### config.mk
export PLATFORM = sky130hd
export DESIGN_NAME = ex_muldiv_seq
export DESIGN_NICKNAME = d
export VERILOG_FILES = /design/src/rtl/ex_muldiv_pkg.sv /design/src/rtl/ex_muldiv_datapath.sv /design/src/rtl/ex_muldiv_seq.sv
export SDC_FILE = /design/constraint.sdc
export NUM_CORES = 1
export LEC_CHECK = 0
export ABC_CLOCK_PERIOD_IN_PS = 4600
export BUFFER_PORTS_ARGS = -buffer_cell sky130_fd_sc_hd__buf_2
export CELL_PAD_IN_SITES_DETAIL_PLACEMENT = 0
export CELL_PAD_IN_SITES_GLOBAL_PLACEMENT = 2
export CORE_ASPECT_RATIO = 2
export CORE_MARGIN = 2
export CORE_UTILIZATION = 38
export DETAILED_ROUTE_END_ITERATION = 7
export PLACE_DENSITY_LB_ADDON = 0.1
export SLEW_MARGIN = 20
export SYNTH_ARGS = -nofsm -noshare
export SYNTH_HDL_FRONTEND = slang
export SYNTH_HIERARCHICAL = 1
export SYNTH_SLANG_ARGS = --single-unit
### constraint.sdc
create_clock -name clk -period 4.6 [get_ports clk]
set_input_delay 0.69 -clock clk [delete_from_list [all_inputs] [get_ports clk]]
set_output_delay 0.69 -clock clk [all_outputs]
set_load 0.01 [all_outputs]
### src/rtl/ex_muldiv_pkg.sv
// Shared encodings for the EX-stage iterative multiply/divide sequencer.
package ex_muldiv_pkg;

  localparam int DEF_WIDTH = 32;
  localparam int DEF_CNT_W = $clog2(DEF_WIDTH);

  localparam logic [1:0] OP_MULT  = 2'b00;
  localparam logic [1:0] OP_MULTU = 2'b01;
  localparam logic [1:0] OP_DIV   = 2'b10;
  localparam logic [1:0] OP_DIVU  = 2'b11;

  typedef enum logic [1:0] {
    IDLE = 2'd0,
    CALC = 2'd1,
    FIX  = 2'd2,
    DONE = 2'd3
  } state_t;

  // Divides carry a 1 in the upper op bit.
  function automatic logic op_is_div(input logic [1:0] op);
    return op[1];
  endfunction

endpackage

### src/rtl/ex_muldiv_datapath.sv
// Operand capture, radix-2 shift-add multiply / restoring divide step,
// and the final sign fix that commits HI/LO.
module ex_muldiv_datapath
  import ex_muldiv_pkg::*;
#(
  parameter int WIDTH = DEF_WIDTH
) (
  input  logic             clk,
  input  logic             EX_rst_n,
  input  logic             load,
  input  logic             step,
  input  logic             fix,
  input  logic [1:0]       op,
  input  logic [WIDTH-1:0] src_a,
  input  logic [WIDTH-1:0] src_b,
  output logic [WIDTH-1:0] hi,
  output logic [WIDTH-1:0] lo
);

  logic               is_div_reg, sign_a_reg, sign_b_reg;
  logic [WIDTH-1:0]   mcand_reg, divisor_reg, quo_reg, rem_reg, hi_reg, lo_reg;
  logic [2*WIDTH-1:0] acc_reg;

  logic               is_signed, sign_a, sign_b;
  logic [WIDTH-1:0]   abs_a, abs_b, quo_fix, rem_fix;
  logic [WIDTH:0]     mul_sum, rem_shift, rem_trial;
  logic [2*WIDTH-1:0] prod_fix;

  always_comb begin
    is_signed = (op == OP_MULT) || (op == OP_DIV);
    sign_a    = is_signed & src_a[WIDTH-1];
    sign_b    = is_signed & src_b[WIDTH-1];
    abs_a     = sign_a ? -src_a : src_a;
    abs_b     = sign_b ? -src_b : src_b;
    // Upper half plus multiplicand keeps its carry so the right shift brings it in.
    mul_sum   = {1'b0, acc_reg[2*WIDTH-1:WIDTH]} + (acc_reg[0] ? {1'b0, mcand_reg} : '0);
    rem_shift = {rem_reg, quo_reg[WIDTH-1]};
    rem_trial = rem_shift - {1'b0, divisor_reg};
    prod_fix  = (sign_a_reg ^ sign_b_reg) ? -acc_reg : acc_reg;
    quo_fix   = (sign_a_reg ^ sign_b_reg) ? -quo_reg : quo_reg;
    rem_fix   = sign_a_reg ? -rem_reg : rem_reg;
  end

  always_ff @(posedge clk or negedge EX_rst_n) begin
    if (!EX_rst_n) begin
      is_div_reg  <= 1'b0;
      sign_a_reg  <= 1'b0;
      sign_b_reg  <= 1'b0;
      mcand_reg   <= '0;
      divisor_reg <= '0;
      acc_reg     <= '0;
      rem_reg     <= '0;
      quo_reg     <= '0;
      hi_reg      <= '0;
      lo_reg      <= '0;
    end else begin
      if (load) begin
        is_div_reg  <= op_is_div(op);
        sign_a_reg  <= sign_a;
        sign_b_reg  <= sign_b;
        mcand_reg   <= abs_a;
        divisor_reg <= abs_b;
        acc_reg     <= {{WIDTH{1'b0}}, abs_b};
        rem_reg     <= '0;
        quo_reg     <= abs_a;
      end else if (step) begin
        if (is_div_reg) begin
          // A borrow out of the trial subtract means restore the shifted value.
          rem_reg <= rem_trial[WIDTH] ? rem_shift[WIDTH-1:0] : rem_trial[WIDTH-1:0];
          quo_reg <= {quo_reg[WIDTH-2:0], ~rem_trial[WIDTH]};
        end else begin
          acc_reg <= {mul_sum, acc_reg[WIDTH-1:1]};
        end
      end
      if (fix) begin
        hi_reg <= is_div_reg ? rem_fix : prod_fix[2*WIDTH-1:WIDTH];
        lo_reg <= is_div_reg ? quo_fix : prod_fix[WIDTH-1:0];
      end
    end
  end

  assign hi = hi_reg;
  assign lo = lo_reg;

endmodule

### src/rtl/ex_muldiv_seq.sv
// Multiply/divide sequencer beside the EX ALU: FSM, iteration counter,
// pipeline stall and done/div-by-zero reporting.
module ex_muldiv_seq
  import ex_muldiv_pkg::*;
#(
  parameter int WIDTH = DEF_WIDTH
) (
  input  logic             clk,
  input  logic             EX_rst_n,
  input  logic             start,
  input  logic [1:0]       op,
  input  logic [WIDTH-1:0] src_a,
  input  logic [WIDTH-1:0] src_b,
  input  logic             flush,
  output logic             stall,
  output logic             busy,
  output logic             done,
  output logic             div_by_zero,
  output logic [WIDTH-1:0] hi,
  output logic [WIDTH-1:0] lo
);

  localparam int               CNT_W = $clog2(WIDTH);
  localparam logic [CNT_W-1:0] LAST  = CNT_W'(WIDTH - 1);

  state_t           state_reg, state_next;
  logic [CNT_W-1:0] count_reg, count_next;
  logic             dbz_reg, dbz_next;
  logic             load, step, fix;

  always_ff @(posedge clk or negedge EX_rst_n) begin
    if (!EX_rst_n) begin
      state_reg <= IDLE;
      count_reg <= '0;
      dbz_reg   <= 1'b0;
    end else begin
      state_reg <= state_next;
      count_reg <= count_next;
      dbz_reg   <= dbz_next;
    end
  end

  always_comb begin
    state_next = state_reg;
    count_next = count_reg;
    dbz_next   = dbz_reg;
    load       = 1'b0;
    step       = 1'b0;
    fix        = 1'b0;
    case (state_reg)
      IDLE: begin
        if (start && !flush) begin
          load       = 1'b1;
          count_next = '0;
          // Zero divisor skips the iterations and leaves HI/LO untouched.
          if (op_is_div(op) && (src_b == '0)) begin
            state_next = DONE;
            dbz_next   = 1'b1;
          end else begin
            state_next = CALC;
            dbz_next   = 1'b0;
          end
        end
      end
      CALC: begin
        if (flush) begin
          state_next = IDLE;
        end else begin
          step       = 1'b1;
          count_next = count_reg + 1'b1;
          if (count_reg == LAST) state_next = FIX;
        end
      end
      FIX: begin
        if (flush) begin
          state_next = IDLE;
        end else begin
          fix        = 1'b1;
          state_next = DONE;
        end
      end
      DONE:    state_next = IDLE;
      default: state_next = IDLE;
    endcase
  end

  // DONE does not stall so the EX instruction retires on the done cycle.
  assign stall       = ((state_reg == IDLE) && start && !flush) ||
                       (state_reg == CALC) || (state_reg == FIX);
  assign busy        = (state_reg != IDLE);
  assign done        = (state_reg == DONE);
  assign div_by_zero = (state_reg == DONE) && dbz_reg;

  ex_muldiv_datapath #(
    .WIDTH(WIDTH)
  ) u_datapath (
    .clk     (clk),
    .EX_rst_n(EX_rst_n),
    .load    (load),
    .step    (step),
    .fix     (fix),
    .op      (op),
    .src_a   (src_a),
    .src_b   (src_b),
    .hi      (hi),
    .lo      (lo)
  );

endmodule
==> results.ini, run 1 <==
[route]
via_count=17800
wl_um=73300
drtAntennaViolNets=0
drtPass1Iterations=5
vias_per_cell=5.78
drt-initial-drc-count=1112
wire_per_inst_um=23.8
drc=0

[clock_network]
clkSinkCount=267
cts_root_buffer=clkbuf_16
cts_tree=yes
cts_made_buffers=29
cts_resized=0
cts_setup_buffers=0
cts_htree_levels=1
clockBufferDepth=3
clk_latency_ns=0.59
hold_buffers=0
path_clk_slew_ns=0.06

[worst_setup_path]
end_kind=flop
critical_path.startpoint=u_datapath/acc_reg[30]
r2r_start=u_datapath/acc_reg[30]
worstSetupStartpointType=flop
reg2regPathDepth=8
r2r_end=u_datapath/hi[25]
cp_data_arrival_time_ns=4.04
crit_fanout=6
reg2reg_slack_ns=1.05
crit_end=u_datapath/hi[25]
worstPathRequired_ns=5.10
crit_type=reg2reg

[timing]
drv_slew=0
clock_skew_ns=0.0125
fin_crit_ns=3.55
setup_violations=0
hold_viol=0
fmax_mhz=282
maxSlewHeadroom_pct=27.3
tightest_slew_ns=1.08
tns_ns=0
finalCritPeriodShare_pct=77.1
rsz0062_at_grt=no

[global_route]
grt_pass1_wl_um=110000
grt_start_max_net_pins=146
grt_pass1_vias=18100
grt_use_total_pct=27.6
overflow=0
antenna_found_initial=6

[floorplanning]
die_x_um=164
fp-row-count=117
core_area_um2=50700
chipHeight_um=323
initial_utilization_pct=38.2
ios=138
die_area_um2=52900

[placement]
portBuffers=137
place.gp.congestion=0.934
dp_hpwl_um=57000

[final_layout]
nNetsFinal=2543
syn_to_final_growth_pct=12.9
drive_above_1_share_pct=12.1
fill_cells=5182
largest_reg_flops=64

[synth]
syn_area_per_cell_um2=8.37
yosys_register_bits=267
synth-edff-count=0
syn-cell-area_um2=19400
synth_nets=2457
async_flop_share_pct=100
postSynthCellCount=2314
ys_seq_area_share_pct=34.5
synth-main-ff-cell=dfrtp_1
yosys_warnings=6
ys_types=80

[power]
power.density_nw_per_um2=553
peakVddDrop_mv=0.342
power_mw=12.1
p_leak_nw=9.50

[outcome]
outcome=finished clean

[run]
maxCapViolations=0

[min_path]
hold_path.class=in2async

-- synthesized netlist by cell type, types with 4 or more instances --
| library cell | number | area [um^2] |
|---|---|---|
| nor3b_1 | 8 | 60.1 |
| o2111ai_1 | 4 | 35.0 |
| nor4_1 | 29 | 181 |
| and2_1 | 43 | 269 |
| nor2b_1 | 12 | 75.1 |
| inv_1 | 100 | 375 |
| nor2_1 | 143 | 537 |
| o41ai_1 | 18 | 158 |
| o211ai_1 | 39 | 293 |
| nand2_1 | 254 | 953 |
| a211oi_1 | 14 | 105 |
| a41oi_1 | 5 | 43.8 |
| nand3_1 | 42 | 210 |
| nor3_1 | 46 | 230 |
| a311oi_1 | 5 | 43.8 |
| ha_1 | 71 | 888 |
| mux2i_1 | 56 | 561 |
| o221ai_1 | 14 | 123 |
| o21ai_0 | 183 | 916 |
| o22ai_1 | 5 | 31.3 |
| o311ai_0 | 8 | 70.1 |
| xnor2_1 | 105 | 920 |
| o31ai_1 | 35 | 263 |
| a31oi_1 | 51 | 319 |
| or4_1 | 13 | 97.6 |
| nand2b_1 | 31 | 194 |
| and4_1 | 7 | 61.3 |
| o31a_1 | 5 | 43.8 |
| and3_1 | 19 | 119 |
| a21oi_1 | 174 | 871 |
| nand3b_1 | 5 | 37.5 |
| a21o_1 | 28 | 210 |
| clkbuf_1 | 110 | 413 |
| or2_2 | 10 | 62.6 |
| buf_1 | 17 | 63.8 |
| xor2_1 | 108 | 946 |
| dfrtp_1 | 267 | 6680 |
| nand4_1 | 17 | 106 |
| a21boi_0 | 68 | 510 |
| o21a_1 | 36 | 270 |
| or3_1 | 30 | 188 |
| mux2_2 | 21 | 236 |
-- where the power goes --
part           leakage [nW]  internal (mW)  switching (mW)
clock                 0.492           1.44            1.06
combinational          5.80           2.17            3.34
sequential             3.20           3.08           0.998
total                  9.50           6.69            5.40
-- routing by layer --
| layer | share of wire [%] | track usage (%) | wire length, um |
|---|---|---|---|
| met3 | 3.2 | 2.06 | 2330 |
| met5 | 0 | 0 | 0 |
| met2 | 52 | 50.9 | 38100 |
| met1 | 37 | 29.7 | 27100 |
| met4 | 8.0 | 18.9 | 5840 |
-- critical path, stage by stage, from the launching register on --
cell and delay [ns]:
dfrtp_1 0.47, or4_1 0.71, nor2_1 0.44, nand4_1 0.46, nor3_1 0.40, nor2_1 0.11, a2111oi_0 0.55, a21oi_1 0.12
mux2i_1 0.19
-- cell type report --
type | instances | area [um^2] | area share (%)
sequential | 267 | 6690 | 30.6
clock inverter | 8 | 115 | 0.527
inverter | 101 | 382 | 1.75
clock buffer | 46 | 890 | 4.07
tap | 654 | 818 | 3.75
timing repair buffer | 184 | 1090 | 4.97
multi-input combinational | 1817 | 11900 | 54.3
antenna | 6 | 15.0 | 0.0687
-- worst min-delay path by stage --
stage                                  start  slack [ns]  cells past startpoint                        end
floorplan                           EX_rst_n        0.39                      0               count_reg[0]
global placement    u_datapath/mcand_reg[23]        0.46                      1   u_datapath/mcand_reg[23]
detailed placement  u_datapath/mcand_reg[25]        0.46                      1   u_datapath/mcand_reg[25]
CTS                                 EX_rst_n        0.22                      1  u_datapath/divisor_reg[7]
global route                        EX_rst_n        0.23                      1  u_datapath/divisor_reg[7]
finish                              EX_rst_n        0.17                      1  u_datapath/divisor_reg[7]
-- logic make-up (layout without fill, tap and decap cells) --
| kind of cell | Yosys count | count (layout) | share of synthesized area [%] |
|---|---|---|---|
| simple gates | 730 | 730 | 18.6 |
| fa+ha+maj | 73 | 73 | 4.80 |
| xor+xnor | 213 | 213 | 9.64 |
| compound gates | 722 | 722 | 23.7 |
| other cells | 0 | 6 | 0 |
| flops | 267 | 267 | 34.5 |
| buf+inv | 230 | 339 | 4.51 |
| mux | 79 | 79 | 4.29 |
-- cell usage in the layout (no fill, tap or decap), types with 7 or more instances in the layout --
master and count:
a211oi_1 14, a21boi_0 68, a21o_1 28, a21oi_1 174, a31oi_1 51, and2_1 42
and3_1 19, and4_1 7, buf_2 136, buf_4 44, clkbuf_1 7, clkbuf_16 29
clkbuf_8 10, dfrtp_1 266, ha_1 71, inv_1 99, mux2_2 21, mux2i_1 56
nand2_1 254, nand2b_1 30, nand3_1 42, nand4_1 17, nor2_1 143, nor2b_1 11
nor3_1 46, nor3b_1 7, nor4_1 29, o211ai_1 39, o21a_1 36, o21ai_0 183
o221ai_1 14, o311ai_0 8, o31ai_1 35, o41ai_1 18, or2_2 10, or3_1 30
or4_1 13, xnor2_1 103, xor2_1 106
-- metrics by stage --
| stage | worst slack (ns) | area (um^2) | instances | util [%] | hold WS [ns] |
|---|---|---|---|---|---|
| 2_1_floorplan | 1.26 | 19400 | 2314 | - | 0.394 |
| 3_3_place_gp | 1.08 | 20800 | 3023 | 41.1 | 0.462 |
| 3_5_place_dp | 1.06 | 20800 | 3023 | 41.1 | 0.460 |
| 4_1_cts | 1.04 | 21800 | 3077 | 43.1 | 0.221 |
| 5_1_grt | 0.871 | 21800 | 3083 | 43.1 | 0.230 |
| 6_report | 1.05 | 21800 | 3083 | 43.1 | 0.170 |
Note: power is estimated with default switching activity, not from simulation.
==> inputs of run 2 (changes only) <==
--- a/config.mk
+++ b/config.mk
@@ -5,7 +5,7 @@
 export SDC_FILE = /design/constraint.sdc
 export NUM_CORES = 1
 export LEC_CHECK = 0
-export ABC_CLOCK_PERIOD_IN_PS = 4600
+export ABC_CLOCK_PERIOD_IN_PS = 3400
 export BUFFER_PORTS_ARGS = -buffer_cell sky130_fd_sc_hd__buf_2
 export CELL_PAD_IN_SITES_DETAIL_PLACEMENT = 0
 export CELL_PAD_IN_SITES_GLOBAL_PLACEMENT = 2
==> constraint.sdc (replaced) <==
create_clock -name clk -period 3.4 [get_ports clk]
set_input_delay 0.51 -clock clk [delete_from_list [all_inputs] [get_ports clk]]
set_output_delay 0.51 -clock clk [all_outputs]
set_load 0.01 [all_outputs]
==> run 2 against run 1 <==
  * Die area did not move
  * Sequential share of layout area fell by 1.5 points
  * Combinational power rose by 52%
  * Highest routed layer unchanged
  * Clock-buffer cell count fell by 7
  * Critical path type unchanged
  * Fmax rose by 4.6%
  * Routed wire length rose by 1.8%
  * Non-clock buffer count rose by 117
  * Register-to-register slack got worse by 1.0 ns
==> results.ini, run 2 (synthesized netlist as in run 1, its figures left out) <==
[outcome]
outcome=finished clean

[power]
switching_share_pct=43.1
share_comb_of_total_power_pct=48.2
power_frac_clock_pct=21.3
power_switching_mw=7.50
p_leak_nw=10.2
p_int_mw=9.88
peakVddDrop_mv=0.441
seqPwrFrac_pct=30.4
power.density_nw_per_um2=757

[global_route]
overflow=0
grt_pass1_vias=18800
grt_start_max_net_pins=73
antenna_found_initial=0
grt_pass1_wl_um=113000
grt_use_total_pct=28.3

[worst_setup_path]
crit_type=reg2reg
worstSetupStartpointType=flop
crit_fanout=5
r2r_end=u_datapath/hi[28]
reg2reg_slack_ns=0.01
r2r_start=u_datapath/acc_reg[6]
reg2regPathDepth=7
worstPathRequired_ns=3.95
end_kind=flop
cp_data_arrival_time_ns=3.93

[route]
vias_per_cell=5.68
drc=0
via_count=18100
drtAntennaViolNets=0
drt-initial-drc-count=1101
wire_per_inst_um=23.4
wl_um=74600
drtPass1Iterations=6

[placement]
dp_hpwl_um=59300
place.gp.congestion=0.906
post-place-ws_ns=-0.327
portBuffers=137

[clock_network]
clkSinkCount=267
cts_root_buffer=clkbuf_16
cts_made_buffers=30
cts_tree=yes
clk_latency_ns=0.61
path_clk_slew_ns=0.07
clockBufferDepth=3
cts_htree_levels=1

[timing]
finalCritPeriodShare_pct=99.7
tns_ns=0
fmax_mhz=295
worst_hold_slack_ns=0.157
tightest_slew_ns=0.952
rsz0062_at_grt=yes
hold_viol=0
clock_skew_ns=0.0129
timing.final.ws_setup_ns=0.0103
fin_crit_ns=3.39
setup_violations=0
maxSlewHeadroom_pct=36.0
drv_slew=0

[final_layout]
antenna_cells=0
largest_reg_flops=64
nNetsFinal=2661
final_common_cell=dfrtp_1
drive_above_1_share_pct=16.6
final_util_pct=45.3
final_cell_mix=dfrtp_1, nand2_1, o21ai_0
syn_to_final_growth_pct=18.6

[min_path]
holdPathEnd=state_reg[0]
hold_path.class=in2reg
holdPathStages=2
min_from=flush

[floorplanning]
ios=138
chipHeight_um=323
core_area_um2=50700
die_area_um2=52900
fp-row-count=117
initial_utilization_pct=38.2
die_x_um=164

[run]
maxCapViolations=0

-- run 2: final cells by class --
type	instances	area [um^2]
Inverter	101	382
Fill cell	5225	27700
Tap cell	654	818
Clock buffer	39	825
Timing Repair Buffer	301	2050
Clock inverter	15	283
Sequential cell	267	6690
Multi-Input combinational cell	1817	11900
-- run 2: repair_timing --
action                                  4_1_cts  5_1_grt
endpoints found under the setup margin       35       11
pin swaps                                     0        7
hold buffers                                  1        0
setup buffers                                 0        1
hold endpoints to repair                     65        0
resized for setup                             4        7
-- run 2: critical path, stage by stage (launching register included) --
cell and delay (ns):
dfrtp_1 0.37, or4_4 0.54, or4_4 0.51, or4_4 0.62, or4b_4 0.59, and3_4 0.21
o41ai_2 0.27, mux2_2 0.20
-- run 2: worst max-delay path by stage --
stage / from / endpoint / slack [ns] / cells past startpoint
6_report: u_datapath/acc_reg[6] / u_datapath/hi[28] / 0.01 / 7
3_3_place_gp: u_datapath/divisor_reg[0] / u_datapath/rem_reg[8] / -0.22 / 11
4_1_cts: u_datapath/acc_reg[13] / u_datapath/hi[24] / 0.005 / 8
3_5_place_dp: u_datapath/divisor_reg[0] / u_datapath/rem_reg[8] / -0.33 / 11
2_1_floorplan: u_datapath/quo_reg[31] / u_datapath/rem_reg[25] / 0.06 / 13
5_1_grt: u_datapath/acc_reg[6] / u_datapath/hi[28] / -0.02 / 7
-- run 2: per-stage QoR --
step | std cells | power, mW | instance area (um^2)
6_report | 3194 | 17.4 | 23000
5_1_grt | 3194 | 18.6 | 23000
4_1_cts | 3193 | 17.5 | 22900
3_5_place_dp | 3138 | 13.6 | 21800
3_3_place_gp | 3138 | 13.6 | 21800
2_1_floorplan | 2314 | 10.1 | 19400
-- run 2: power groups by stage --
stage | Clock (mW) | Sequential [mW] | Combinational (mW)
after floorplan | 0 | 5.12 | 5.02
after global placement | 0 | 5.30 | 8.27
after detailed placement | 0 | 5.33 | 8.32
after CTS | 3.80 | 5.28 | 8.39
after global routing | 3.94 | 5.41 | 9.26
final | 3.71 | 5.29 | 8.38
-- run 2: routing by layer --
layer	track usage [%]	wire, um	vias up
met1	30.3	27600	8881
met2	53.9	40000	387
li1	-	-	8723
met5	0	0	-
met4	16.2	4970	0
met3	2.08	2060	146
==> inputs of run 3 (changes only) <==
--- a/config.mk
+++ b/config.mk
@@ -14,6 +14,8 @@
 export CORE_UTILIZATION = 38
 export DETAILED_ROUTE_END_ITERATION = 7
 export PLACE_DENSITY_LB_ADDON = 0.1
+export REMOVE_ABC_BUFFERS = 1
+export SETUP_SLACK_MARGIN = 0.02
 export SLEW_MARGIN = 20
 export SYNTH_ARGS = -nofsm -noshare
 export SYNTH_HDL_FRONTEND = slang
==> run 3 against run 2 <==
  * Non-clock buffer count is 6 lower
  * Combinational power is 0.8% lower
  * Worst hold slack better by 0.034 ns
  * Sequential power hardly changed
  * Final area is 0.71% lower
  * Sequential share of layout area is 0.21 points higher
  * Die area stayed put
  * Power is 2.6% lower
  * Fmax is 1.8% higher
  * Clock-buffer cell count is 3 lower
  * Clock power is 10% lower
  * First-iteration DRC count is 14% lower
==> results.ini, run 3 (synthesized netlist as in run 1, its figures left out) <==
[power]
power_mw=16.9
peakVddDrop_mv=0.424
power.density_nw_per_um2=743
p_int_mw=9.51
power_frac_clock_pct=19.7
switching_share_pct=43.8
seqPwrFrac_pct=31.2
p_leak_nw=10.1
share_comb_of_total_power_pct=49.1
power_switching_mw=7.42

[global_route]
grt_pass1_vias=18200
grt_use_total_pct=28.1
grt_start_max_net_pins=72
overflow=0
grt_pass1_wl_um=111000
antenna_found_initial=0

[final_layout]
final_util_pct=45.0
fin_cells=3186
final_common_cell=dfrtp_1
fill_cells=5232
antenna_cells=0
largest_reg_flops=64
nNetsFinal=2654
final_cell_mix=dfrtp_1, nand2_1, o21ai_0
syn_to_final_growth_pct=17.7
drive_above_1_share_pct=16.3

[timing]
clock_skew_ns=0.00914
fmax_mhz=300
tightest_slew_ns=0.951
setup_violations=0
maxSlewHeadroom_pct=36.6
fin_crit_ns=3.33
hold_viol=0
rsz0062_at_grt=yes
timing.final.ws_setup_ns=0.0695
drv_slew=0
finalCritPeriodShare_pct=98.0
tns_ns=0

[min_path]
hold_path.class=in2reg
min_from=op[1]

[clock_network]
path_clk_slew_ns=0.07
clkSinkCount=267
cts_root_buffer=clkbuf_16
cts_htree_levels=1
cts_made_buffers=29
clockBufferDepth=3
cts_tree=yes
clk_latency_ns=0.59

[run]
maxCapViolations=0

[worst_setup_path]
end_kind=flop
crit_type=reg2reg
crit_fanout=5
critical_path.startpoint=u_datapath/acc_reg[13]
cp_data_arrival_time_ns=3.80
worstSetupStartpointType=flop
worstPathRequired_ns=3.87
r2r_start=u_datapath/acc_reg[13]

[placement]
place.gp.congestion=0.905
place_inst=3132
portBuffers=137
dp_hpwl_um=58200
post-place-ws_ns=0.0175

[floorplanning]
initial_utilization_pct=38.2
chipHeight_um=323
die_area_um2=52900
ios=138
fp-row-count=117
core_area_um2=50700
die_x_um=164

[route]
drc=0
drtPass1Iterations=5
drtAntennaViolNets=0
wl_um=74800
vias_per_cell=5.69
via_count=18100
wire_per_inst_um=23.5
drt-initial-drc-count=944

[outcome]
outcome=finished clean

run 3: cell types whose count changed in the layout (fill, tap and decap cells not counted), sizes merged:
cell	previous run	this run
clkinv	7	12
buf	300	294
clkbuf	39	36
bufinv	7	3
run 3: what timing repair did:
| action | 4_1_cts | 5_1_grt |
|---|---|---|
| endpoints found under the setup margin | 3 | 5 |
| endpoints found under the hold margin | 50 | 0 |
| setup buffers | 1 | 0 |
| pin swaps | 1 | 0 |
| hold buffers | 1 | 0 |
| resized for setup | 2 | 5 |
run 3: cell type report:
| cell class | instances | area (um^2) | share of cell area [%] |
|---|---|---|---|
| inverter | 101 | 382 | 1.67 |
| sequential | 267 | 6690 | 29.3 |
| clock buffer | 36 | 792 | 3.47 |
| multi-input combinational | 1817 | 11900 | 52.2 |
| tap | 654 | 818 | 3.59 |
| clock inverter | 16 | 166 | 0.730 |
| timing repair buffer | 295 | 2060 | 9.04 |
run 3: critical path, stage by stage (launching register included):
cell,delay (ns)
dfrtp_1,0.38
or4_4,0.54
or4_4,0.53
or4_4,0.58
or4b_4,0.55
nor3_2,0.17
a311o_1,0.14
mux2i_1,0.06
mux2_2,0.27
run 3: final timing paths:
check / cells past startpoint / slack, ns / endpoint
setup / recovery: 8 / 0.07 / u_datapath/hi[26]
hold / removal: 2 / 0.19 / u_datapath/is_div_reg
setup reg to reg: 8 / 0.07 / u_datapath/hi[26]
hold reg to reg: 1 / 0.47 / u_datapath/mcand_reg[14]
max in group asynchronous: 4 / 1.90 / u_datapath/mcand_reg[9]
min in group asynchronous: 2 / 0.43 / u_datapath/mcand_reg[27]
run 3: layer usage:
layer | vias to the layer above | wire, um | track usage (%)
met3 | 143 | 1820 | 1.62
met2 | 385 | 40700 | 53.9
met1 | 8887 | 28100 | 30.7
li1 | 8703 | - | -
met4 | 0 | 4160 | 14.3
met5 | - | 0 | 0
run 3: per-stage QoR:
step                hold slack, ns  area [um^2]
global placement             0.455        21800
detailed placement           0.460        21800
floorplan                    0.214        18900
finish                       0.191        22800
global route                 0.195        22800
CTS                          0.156        22800
run 3: power groups by stage:
stage / registers, mW / clock network (mW) / logic, mW
2_1_floorplan: 5.24 / 0 / 4.83
3_3_place_gp: 5.29 / 0 / 8.21
3_5_place_dp: 5.31 / 0 / 8.27
4_1_cts: 5.27 / 3.44 / 8.32
5_1_grt: 5.40 / 3.53 / 9.15
6_report: 5.28 / 3.34 / 8.31
